<file path="src/rtl/branch_predict_tracker.sv">
// Fetch/execute companion of the global-history predictor: issues predictions,
// queues them in order until resolve, drives renew, flushes on mispredict.
module branch_predict_tracker #(
    parameter int DEPTH     = 4,
    parameter int CNT_WIDTH = 16
) (
    input  logic                       clk,
    input  logic                       rst_n,
    input  logic                       fetch_branch_valid,
    output logic                       fetch_ready,
    output logic                       predict_valid,
    input  logic                       predict_result,
    output logic                       fetch_pred_valid,
    output logic                       fetch_pred_taken,
    input  logic                       resolve_valid,
    input  logic                       resolve_taken,
    output logic                       renew_valid,
    output logic                       last_predict,
    output logic                       renew_result,
    output logic                       mispredict,
    output logic [$clog2(DEPTH):0]     outstanding,
    output logic                       underflow,
    output logic [CNT_WIDTH-1:0]       stat_resolved,
    output logic [CNT_WIDTH-1:0]       stat_mispredict
);

    localparam int PTR_W = $clog2(DEPTH);
    localparam int OCC_W = PTR_W + 1;

    function automatic logic [CNT_WIDTH-1:0] sat_inc(input logic [CNT_WIDTH-1:0] v);
        return (&v) ? v : v + 1'b1;
    endfunction

    logic [DEPTH-1:0] queue_bits;
    logic [PTR_W-1:0] head;
    logic [PTR_W-1:0] tail;
    logic             pend;
    logic [OCC_W:0]   occ_sum;
    logic             head_bit;
    logic             do_resolve;
    logic             flush;
    logic             capture;
    logic             pop;

    // The in-flight prediction in pend must be counted so a full queue can never be overrun.
    assign occ_sum          = {1'b0, outstanding} + {{OCC_W{1'b0}}, pend};
    assign fetch_ready      = occ_sum < (OCC_W + 1)'(DEPTH);
    assign predict_valid    = fetch_branch_valid & fetch_ready;
    assign fetch_pred_valid = pend;
    assign fetch_pred_taken = predict_result;

    assign head_bit   = queue_bits[head];
    assign do_resolve = resolve_valid && (outstanding != '0);
    assign flush      = do_resolve && (head_bit != resolve_taken);
    assign capture    = pend && !flush;
    assign pop        = do_resolve && !flush;

    always_ff @(posedge clk or negedge rst_n) begin
        if (!rst_n) begin
            pend            <= 1'b0;
            head            <= '0;
            tail            <= '0;
            outstanding     <= '0;
            renew_valid     <= 1'b0;
            last_predict    <= 1'b0;
            renew_result    <= 1'b0;
            mispredict      <= 1'b0;
            underflow       <= 1'b0;
            stat_resolved   <= '0;
            stat_mispredict <= '0;
        end else begin
            pend <= predict_valid && !flush;
            if (flush) begin
                head        <= '0;
                tail        <= '0;
                outstanding <= '0;
            end else begin
                if (capture) tail <= tail + 1'b1;
                if (pop)     head <= head + 1'b1;
                case ({capture, pop})
                    2'b10:   outstanding <= outstanding + 1'b1;
                    2'b01:   outstanding <= outstanding - 1'b1;
                    default: outstanding <= outstanding;
                endcase
            end
            renew_valid  <= do_resolve;
            last_predict <= do_resolve & head_bit;
            renew_result <= do_resolve & resolve_taken;
            mispredict   <= flush;
            if (do_resolve) stat_resolved   <= sat_inc(stat_resolved);
            if (flush)      stat_mispredict <= sat_inc(stat_mispredict);
            if (resolve_valid && (outstanding == '0)) underflow <= 1'b1;
        end
    end

    // Queue payload carries no control meaning until counted, so it needs no reset.
    always_ff @(posedge clk) begin
        if (capture) queue_bits[tail] <= predict_result;
    end

endmodule

</file>
<file path="config.mk">
export PLATFORM = sky130hd
export DESIGN_NAME = branch_predict_tracker
export DESIGN_NICKNAME = d
export VERILOG_FILES = /design/src/rtl/branch_predict_tracker.sv
export SDC_FILE = /design/constraint.sdc
export NUM_CORES = 1
export LEC_CHECK = 0
export BUFFER_PORTS_ARGS = -buffer_cell sky130_fd_sc_hd__buf_2
export CORE_ASPECT_RATIO = 0.6
export CORE_MARGIN = 5
export CORE_UTILIZATION = 54
export CTS_CLUSTER_SIZE = 28
export DETAILED_ROUTE_END_ITERATION = 10
export GPL_TIMING_DRIVEN = 0
export MAX_ROUTING_LAYER = met4
export PLACE_DENSITY = 0.83
export SLEW_MARGIN = 20
export SYNTH_ARGS = -nofsm -noshare
export SYNTH_HDL_FRONTEND = slang
export SYNTH_SLANG_ARGS = --single-unit
</file>
<file path="constraint.sdc">
create_clock -name clk -period 3.5 [get_ports clk]
set_input_delay 1.05 -clock clk [delete_from_list [all_inputs] [get_ports clk]]
set_output_delay 1.05 -clock clk [all_outputs]
set_load 0.1 [all_outputs]
</file>
-- After elaboration in Yosys (flattened, before gate mapping)
Cells that the tools add are included.
Widths: inputs -> output; s select.
- input bits: 6
- flip-flop bits (word level): 49
- bitwise logic cells: 5
- muxes and demuxes: 11
- reductions and logical operators: 17
- add/subtract/negate cells: 7
- equality and inequality tests: 3
- magnitude comparators: 4
- operators by type and width (operator ; count):
    $add 16x1->16 const B ; 2
    $reduce_and 16->1 ; 2
    $mux 2 ; 4
    $logic_and 1x1->1 ; 7
    $lt 2x3->1 const B ; 2
    $pmux 3 s2 ; 1
    $reduce_bool 3->1 ; 2
    $add 2x1->2 const B ; 2
    $add 3x1->4 ; 1
    $bwmux 4 ; 1
    $lt 4x3->1 const B ; 1
    $reduce_and 2->1 ; 2
    $reduce_bool 2->1 ; 2
    $add 3x1->3 const B ; 1
    $and 1x1->1 ; 3
    $logic_not 3->1 ; 1
    $mux 3 ; 1
    $sub 3x1->3 const B ; 1
    $bmux 1 s2 ; 1
    $demux 1 s2 ; 1
    $eq 2x1->1 const B ; 1
    $eq 2x2->1 const B ; 1
    $ge 2x1->1 const B ; 1
    $mux 1 ; 2
    other kinds (3) ; 4

-- Logic depth before layout (Yosys ltp)
Gate-level depths: netlist of run 1.
- depth in word-level cells: 9
- gate-level depth with buffers: 10
- mapped depth without buffers: 8

-- Worst setup path before layout of run 1
No wires, ideal clock.
- path type: reg-to-output
- from: reg outstanding[0]
- to: out predict_valid
- setup slack: -1188 ps
- cell stages (with the launch flop): 3
- data required time: 2450 ps
- arrival: 3638 ps
- cell sequence: dfrtp_1 > a31oi_1 > and2_1
- longest elaborated chain between the ends: 3
- RTL lines (item ; line ; RTL):
    start, declared ; 21 ; output logic [$clog2(DEPTH):0] outstanding,
    start signal, assigned ; 81 ; 2'b10: outstanding <= outstanding + 1'b1;
    start signal, assigned ; 82 ; 2'b01: outstanding <= outstanding - 1'b1;
    start signal, assigned ; 83 ; default: outstanding <= outstanding;
    $add 3x1->4 ; 46 ; assign occ_sum = {1'b0, outstanding} + {{OCC_W{1'b0}}, pend};
    $lt 4x3->1 ; 47 ; assign fetch_ready = occ_sum < (OCC_W + 1)'(DEPTH);
    net fetch_ready ; 10 ; output logic fetch_ready,
    $and 1x1->1 ; 48 ; assign predict_valid = fetch_branch_valid & fetch_ready;
    end, declared ; 11 ; output logic predict_valid,
The timed path passes the listed nets, and every way through them passes these cells.

-- Final worst setup path of run 1
- from: in resolve_taken
- to: reg outstanding[2]
- longest elaborated chain between the ends: 7
- elaborated cells between the ends (all ways): 10
- RTL lines (item ; line ; RTL):
    start, declared ; 16 ; input logic resolve_taken,
    $ne 1x1->1 * ; 54 ; assign flush = do_resolve && (head_bit != resolve_taken);
    $logic_and 1x1->1 * ; 54 ;
    $logic_not 1->1 ; 55, 56 ;
    $logic_and 1x1->1 (on tied branches) ; 56, 55 ;
    $eq 2x1->1 / $eq 2x2->1 (equally long branches) ; 80 ; case ({capture, pop})
    $pmux 3 s2 ; 80 ;
    $mux 3 ; 73 ; if (flush) begin
Every way passes the cells marked *; elsewhere a longest branch is shown, timed or not.
A chain may end at the register's enable or synchronous reset.

==> results of run 1 <==
==> flip-flops by register name, summed over array words and instances, names as in the netlist <==
| signal | flops |
|---|---|
| renew_valid | 1 |
| mispredict | 1 |
| stat_resolved | 16 |
| last_predict | 1 |
| outstanding | 3 |
| renew_result | 1 |
| tail | 2 |
| underflow | 1 |
| queue_bits | 4 |
| fetch_pred_valid | 1 |
| head | 2 |
| stat_mispredict | 16 |
==> power by group <==
group	switching (mW)	internal, mW	leakage, nW
clock network	0.186	0.139	0.0450
registers	0.153	0.698	0.622
logic	1.13	0.327	0.729
==> layout make-up <==
type,instances,area (um^2),area share
Buffer,7,48.80,0.01685
Clock buffer,6,72.57,0.02505
Clock inverter,2,10.01,0.003456
Inverter,11,43.79,0.01512
Multi-Input combinational cell,152,1149,0.3965
Sequential cell,49,1246,0.4302
Tap cell,63,78.83,0.02721
Timing Repair Buffer,49,247.7,0.08553
==> critical path, delay by kind of cell <==
kind / cells / cell delay [ps]
compound gates: 3 / 720
fa+ha+maj: 1 / 420
buf+inv: 2 / 320
mux: 1 / 240
simple gates: 3 / 410
==> Yosys cell counts, drive strengths merged, types with 5 or more instances <==
master,number,share of area
nor3,6,0.012
xnor2,24,0.085
xor2,6,0.021
ha,6,0.030
a21oi,5,0.012
inv,11,0.018
nor2,10,0.015
nand3,12,0.024
dfrtp,45,0.46
nand4,10,0.025
and3,13,0.035
nand2,15,0.026
==> through the flow <==
| step | worst slack [ps] | utilization | cells | cell area (um^2) | hold WS, ps |
|---|---|---|---|---|---|
| 2_1_floorplan | 159.2 | - | 219 | 2487 | 538.3 |
| 3_3_place_gp | 442.3 | 0.6257 | 331 | 2811 | 438.8 |
| 3_5_place_dp | 354.0 | 0.6257 | 331 | 2811 | 454.2 |
| 4_1_cts | 585.8 | 0.6441 | 339 | 2894 | 479.4 |
| 5_1_grt | 448.7 | 0.6447 | 339 | 2897 | 498.0 |
| 6_report | 576.0 | 0.6447 | 339 | 2897 | 468.5 |
==> worst min-delay path by stage <==
stage,start,end,cells after the start,slack [ps]
6_report,underflow,underflow,1,470
5_1_grt,underflow,underflow,1,500
4_1_cts,underflow,underflow,1,480
3_5_place_dp,underflow,underflow,1,450
3_3_place_gp,underflow,underflow,1,440
2_1_floorplan,tail[1],tail[1],2,540
==> metal layers <==
layer | wire length, um | GRT usage
met5 | 0 | -
met4 | 131 | 0.09326
met3 | 206 | 0.04348
met2 | 2095 | 0.2552
met1 | 2460 | 0.2516
==> cell families (layout without fill, tap and decap cells) <==
family	Yosys count	after routing	share of synthesized area
and+or+nand+nor	86	86	0.1975
DFF	49	49	0.5043
xor gates and xnor gates	30	30	0.1063
AOI/OAI and AO/OA	21	21	0.07494
buffers and inverters	18	75	0.03746
muxes	8	8	0.04101
adders and majority gates	7	7	0.03848
==> summary.txt, run 1 <==
Critical path
  • Reg-to-Reg End: outstanding[2]
  • CP Cell Sequence: buf_2 > nor2b_1 > mux2i_1 > o21a_4 > buf_4 > nor3_1 > fa_1 > and3_1 > o31ai_1 > o31a_1
  • CP Data Arrival Time: about 3200 ps
  • R2R depth: 7
  • Required @ worst endpoint: 3750 ps
  • RR Startpoint: outstanding[1]
  • Critical path type: in2reg
  • Critical path launch point type: input pin
  • Crit path to: outstanding[2]
  • Crit. Startpoint: resolve_taken
  • CP max stage delay: 420 ps
  • Critical path fanouts, max: 10
  • Worst R2R Setup Slack: 730 ps
  • CP max-delay cell: fa_1
  • Crit path capture type: flop

STA
  • Relative slew slack: 0.5940
  • Worst Skew: between 3 and 4 ps
  • Endpoints failing setup: 0
  • Endpoints failing hold: 0
  • Tcrit/Tclk final: 0.8354
  • Fin crit period: between 2000 and 3000 ps
  • Fmax: 342.0 MHz
  • Max-slew violations: 0
  • Tightest Pin Transition: just over 600 ps
  • TNS Setup: 0 ps
  • RSZ-0062 raised after global routing: no

Global route
  • First-pass GRT wire length: 8.707 mm
  • Initial antenna violation count: 0
  • GRT overflow: 0
  • Vias in the first global route: 1784
  • GRT Util Overall: 0.1836
  • Largest net degree at the start of global routing: 46

Die
  • Ports: 50
  • Die height: 62.40 um
  • Die area: slightly above 0.006 mm^2
  • Core Region: 0.004493 mm^2
  • Initial core utilization: 0.5500
  • Width of the die: 97.33 um
  • Cell Rows: 19

Flow run
  • Max-cap violation count: 0

Detailed routing
  • Routed vias/inst: roughly 5.3
  • Final ANT Viol Nets: 0
  • Routed WL: ~4.9 mm
  • Drt drc: 0
  • DR iter-0 viols: 79
  • DRT Pass-1 Iters: 4
  • Routed length per instance: between 10 and 15 um
  • Routed vias: about 1.8k

Synthesis
  • Avg Synthesized Cell Area: 11.28 um^2
  • Yosys reg bits: 49
  • Sequential share of the synthesized area: 0.5043
  • Synth Cell Area: 0.002471 mm^2
  • Predominant post-synthesis flop cell: dfrtp_1
  • Share of flip-flops with an asynchronous set or reset: 0.9184
  • Syn Inst Count: about 220
  • Synth cell types: between 40 and 50
  • EDFF count, synth: 4
  • Syn_nets: about 230
  • Synthesis Warnings: 0

Cells and area
  • Layout Nets: 288
  • Antenna cells: 0
  • Commonest non-fill, non-tap cell in the layout: buf_2
  • Most frequent cells in the layout: buf_2, dfrtp_1, xnor2_1
  • # fillers: roughly 350
  • Fraction of layout cells with a size suffix above 1: 0.2754
  • Area added between synthesis and finish: 17.22%

Placed design
  • Routability cong.: ~0.8
  • I/O Buffers: 49
  • DP HPWL: approximately 3.6 mm

Clock network
  • CTS root buf: clkbuf_8
  • CTS buffer count: 5
  • Clk_lat worst skew: between 300 and 400 ps
  • Max clock buf depth: 2
  • Resized cells post-CTS: 0
  • Clock transition at path regs: ~90 ps
  • H-tree depth: 2
  • CTS tree: yes
  • Hold-fix buffers at CTS: 0
  • CTS sink count: roughly 50
  • Post-CTS setup buffers: 0

Hold path
  • Hold Path Class: reg2reg

Power
  • Worst VDD drop: a little over 0.7 mV
  • Power, Total: between 2 and 3 mW
  • Leakage power: approximately 1.4 nW
  • Pwr/cell area: 909.6 mW/mm^2

Run status
  • Status: finished, final reports clean
(Power assumes the default switching activity.)
==> run 2: changes to the inputs <==
- ABC_AREA: not set -> 1
- CORE_UTILIZATION: 54 -> 50
- PLACE_DENSITY: 0.83 -> 0.8
- clock period: 3.5 -> 2.6 ns (I/O delays scaled with it)
==> run 2 against run 1 <==
Against the previous run:
- synthesized cell count up 46%
- non-clock buffer count down 3
- global-route usage down 0.31 points
- flip-flop and latch count unchanged
- worst hold slack worse by 24 ps
- area after synthesis up 8.1%
- design area up 7.9%
- die area up 14%
- critical path type is now reg2out
- critical endpoint is now predict_valid
- largest cell class unchanged
==> summary.txt, run 2 <==
Cells and area
  • Fraction of layout cells with a size suffix above 1: 0.2122
  • Commonest non-fill, non-tap cell in the layout: nand2_1
  • Layout Nets: 389
  • # fillers: 443
  • Area added between synthesis and finish: 16.96%
  • Antenna cells: 0
  • Most frequent cells in the layout: nand2_1, buf_2, dfrtp_1
  • Largest registers: stat_mispredict x16, stat_resolved x16, queue_bits x4
  • Final Cell Area: roughly 0.0031 mm^2

STA
  • Fmax: 414.6 MHz
  • Tightest Pin Transition: 568.4 ps
  • Max-slew violations: 0
  • RSZ-0062 raised after global routing: no
  • Worst Skew: ~10 ps
  • Endpoints failing hold: 0
  • Tcrit/Tclk final: 0.9278
  • Endpoints failing setup: 0
  • TNS Setup: 0 ps
  • Fin crit period: approximately 2400 ps
  • Relative slew slack: 0.6211

Placed design
  • I/O Buffers: just under 50
  • DP HPWL: 4.387 mm
  • Placed Area: roughly 0.0030 mm^2
  • Routability cong.: 0.9140

Synthesis
  • Cells taking the most area after synthesis: dfrtp_1, nand2_1, xor2_1
  • Dominant cell type by area after synthesis: dfrtp_1
  • Yosys reg bits: slightly below 50
  • Most common cell in the netlist: nand2_1
  • Share of flip-flops with an asynchronous set or reset: 0.9184
  • Synthesis Warnings: 0
  • Syn_nets: around 330
  • Area share of the largest cell type after synthesis: 0.4215
  • Syn Inst Count: 320
  • Synth Cell Area: approximately 0.0027 mm^2
  • Avg Synthesized Cell Area: around 8.3 um^2
  • Synth cell types: 30
  • EDFF count, synth: 4
  • Predominant post-synthesis flop cell: dfrtp_1
  • Sequential share of the synthesized area: 0.4665
  • Commonest cells post-synth: nand2_1, dfrtp_1, inv_1, nor2_1, nand3_1

Detailed routing
  • Routed vias/inst: 5.000
  • DR iter-0 viols: ~160
  • Routed length per instance: 12.93 um
  • Final ANT Viol Nets: 0
  • DRT Pass-1 Iters: 4
  • Drt drc: 0
  • Routed WL: ~5.7 mm
  • Routed vias: approximately 2.2k

Global route
  • Vias in the first global route: 2055
  • Largest net degree at the start of global routing: 46
  • Initial antenna violation count: 0
  • GRT Util Overall: 0.1805
  • First-pass GRT wire length: 9.811 mm
  • GRT overflow: 0

Critical path
  • CP max stage delay: 440 ps
  • Critical path type: reg2out
  • CP max-delay cell: dfrtp_1
  • CP Data Arrival Time: ~1600 ps
  • Required @ worst endpoint: between 1500 and 2000 ps
  • Critical path fanouts, max: 6
  • CP Cell Sequence: inv_1 > nor2_1 > inv_1 > nand2_1 > nor2_4 > buf_2
  • Critical path launch point type: flop
  • Most frequent CP cell: inv_1
  • Crit path capture type: output port

Clock network
  • CTS tree: yes
  • H-tree depth: 2
  • Clock transition at path regs: 100 ps
  • CTS root buf: clkbuf_8
  • Max clock buf depth: 2
  • Post-CTS setup buffers: 0
  • Hold-fix buffers at CTS: 0
  • Resized cells post-CTS: 0
  • CTS sink count: 49
  • Clk_lat worst skew: 310 ps
  • CTS buffer count: 5

Die
  • Cell Rows: 20
  • Die area: ~0.0070 mm^2
  • Width of the die: approximately 100 um
  • Die height: about 67 um
  • Core Region: between 0.005 and 0.006 mm^2
  • Initial core utilization: 0.5207
  • Ports: 50

Flow run
  • Max-cap violation count: 0

Run status
  • Status: finished, final reports clean

Hold path
  • Hold Path Class: in2async
[run 2: changes by cell type after synthesis, sizes merged, moves of 8 or more]
cell,change
nand2,+72
o21ai,+19
inv,+36
and3,-13
nand3,+12
xor2,+16
nor3,+8
xnor2,-17
nor2,+15
[run 2: through the flow]
stage	setup WS (ps)	std cells	hold WS, ps	util
floorplan	-29.86	320	484.4	-
global placement	285.2	435	448.3	0.5861
detailed placement	267.5	435	453.6	0.5861
CTS	172.8	443	475.8	0.6085
global route	87.84	443	510.9	0.6090
finish	187.8	443	444.8	0.6090
[run 2: critical path: cells and delay by family (launching register included)]
kind,cells,cell delay [ps]
buffers and inverters,3,630
DFF,1,440
and+or+nand+nor,3,250
[run 2: path summary, 6_finish.rpt]
check | from | end | slack (ps) | depth (start not counted)
worst min-delay path | rst_n | stat_resolved[3] | 440 | 1
max in group asynchronous | rst_n | stat_resolved[12] | 1740 | 1
worst min register to register | underflow | underflow | 470 | 1
worst max-delay path | fetch_pred_valid | predict_valid | 190 | 6
worst max register to register | head[0] | outstanding[2] | 430 | 15
min in group clk | underflow | underflow | 470 | 1
[run 2: cell families (layout without fill, tap and decap cells)]
group           Yosys count  after routing  share of synthesized area
flops                    49             49                     0.4665
compound gates           24             24                    0.05714
fa+ha+maj                 7              7                    0.03560
buf+inv                  52            109                    0.08384
xor+xnor                 29             29                    0.09508
simple gates            159            159                     0.2618
[run 2: routing by layer]
metal  vias up  global-route usage  share of wire
met5         -                   -              0
met4         0             0.03877         0.0073
li1       1114                   -              -
met2        64              0.2571           0.41
met3         6             0.05227          0.066
met1      1031              0.2556           0.51
[run 2: final cells by class]
cell class	count	area, um^2	area share
Clock buffer	5	68.82	0.02203
Clock inverter	3	46.29	0.01482
Timing Repair Buffer	49	247.7	0.07930
Tap cell	66	82.58	0.02643
Inverter	48	186.4	0.05967
Buffer	4	37.54	0.01201
Multi-Input combinational cell	219	1209	0.3869
Sequential cell	49	1246	0.3989
Power of run 2 is not shown: default switching activity piles up to over one toggle a cycle in this logic, so the estimate is an artifact.
==> run 3: changes to the inputs <==
- CORE_ASPECT_RATIO: 0.6 -> not set
==> run 3 against run 2 <==
Against the previous run:
- clock skew decreased by 0.82 ps
- core utilization about the same
- non-clock buffer count unchanged
- highest routed layer unchanged
==> summary.txt, run 3 (same netlist as run 2, synthesis figures left out) <==
Placed design
  • I/O Buffers: just under 50
  • Placed cell count: 439
  • Pre-CTS setup slack: around 320 ps
  • DP HPWL: roughly 4.1 mm
  • Routability cong.: 0.8914

Clock network
  • CTS sink count: slightly below 50
  • Max clock buf depth: 2
  • CTS tree: yes
  • CTS buffer count: 5
  • CTS root buf: clkbuf_8
  • Clk_lat worst skew: between 200 and 300 ps
  • Hold-fix buffers at CTS: 0
  • Post-CTS setup buffers: 0
  • Resized cells post-CTS: 0
  • Clock transition at path regs: 90 ps
  • H-tree depth: 2

Flow run
  • Max-cap violation count: 0

Critical path
  • CP Data Arrival Time: around 1700 ps
  • Critical path fanouts, max: 6
  • Crit path capture type: output port
  • Required @ worst endpoint: approximately 1800 ps
  • Critical path type: reg2out
  • Critical path launch point type: flop

Run status
  • Status: finished, final reports clean

STA
  • Tcrit/Tclk final: 0.9385
  • Tightest Pin Transition: between 500 and 600 ps
  • Endpoints failing setup: 0
  • RSZ-0062 raised after global routing: no
  • Endpoints failing hold: 0
  • Max-slew violations: 0
  • Worst Skew: about 9 ps
  • TNS Setup: 0 ps
  • Relative slew slack: 0.6257
  • Fmax: between 400 and 500 MHz
  • Final Worst Setup Slack: ~160 ps
  • Fin crit period: around 2400 ps

Die
  • Die area: slightly below 0.007 mm^2
  • Ports: 50
  • Die height: between 80 and 90 um
  • Core Region: 0.005140 mm^2
  • Cell Rows: 26
  • Width of the die: ~83 um
  • Initial core utilization: 0.5197

Cells and area
  • Largest registers: stat_mispredict x16, stat_resolved x16, queue_bits x4
  • Area added between synthesis and finish: 17.14%
  • Non-Filler Instances: approximately 450
  • Most frequent cells in the layout: nand2_1, buf_2, dfrtp_1
  • # fillers: roughly 470
  • Final Util: 0.6088
  • Layout Nets: 389
  • Commonest non-fill, non-tap cell in the layout: nand2_1
  • Fraction of layout cells with a size suffix above 1: 0.2122
  • Antenna cells: 0

Global route
  • First-pass GRT wire length: ~9.6 mm
  • Largest net degree at the start of global routing: 46
  • Vias in the first global route: about 2.2k
  • GRT overflow: 0
  • GRT Util Overall: 0.1672
  • Initial antenna violation count: 0

Detailed routing
  • Routed vias/inst: between 4 and 5
  • Final ANT Viol Nets: 0
  • Drt drc: 0
  • DRT Pass-1 Iters: 6
  • Routed WL: 5.425 mm
  • Routed length per instance: around 12 um
  • Routed vias: approximately 2.2k
  • DR iter-0 viols: 139

Hold path
  • Hold Path Class: in2async
-- run 3: cell counts in the layout (fill, tap and decap cells not counted) --
No cell type changed its count.
-- run 3: per-layer routing --
metal / GRT usage / wire length [um] / vias to the layer above
met5: - / 0 / -
met2: 0.2828 / 2657 / 61
met4: 0.03715 / 34 / 0
li1: - / - / 1122
met3: 0.03762 / 320 / 4
met1: 0.2050 / 2413 / 1033
-- run 3: worst max-delay path: stages (launching register included) --
cell and delay, ps:
dfrtp_1 470, inv_1 170, nor2_1 60, inv_1 50, nand2_1 90, nor2_4 100, buf_2 430
-- run 3: layout make-up --
cell class | count | area, um^2 | area share
sequential | 49 | 1246 | 0.3982
multi-input combinational | 219 | 1209 | 0.3862
timing repair buffer | 49 | 247.7 | 0.07917
inverter | 48 | 186.4 | 0.05958
tap | 70 | 87.58 | 0.02799
clock buffer | 5 | 68.82 | 0.02199
clock inverter | 3 | 46.29 | 0.01479
buffer | 4 | 37.54 | 0.01200
-- run 3: through the flow --
step                hold WS [ps]  instance area (um^2)
global placement           457.8                  3012
finish                     472.6                  3129
global route               494.3                  3129
detailed placement         466.8                  3012
CTS                        489.1                  3127
floorplan                  484.4                  2679
-- run 3: path summary, 6_finish.rpt --
check | startpoint | endpoint | slack (ps) | cells past startpoint
worst min register to register | underflow | underflow | 480 | 1
max in group asynchronous | rst_n | stat_resolved[15] | 1740 | 1
worst min-delay path | rst_n | renew_result | 470 | 1
worst max register to register | outstanding[0] | outstanding[2] | 530 | 13
min in group clk | underflow | underflow | 480 | 1
worst max-delay path | fetch_pred_valid | predict_valid | 160 | 6
Power of run 3 is left out for the same reason.
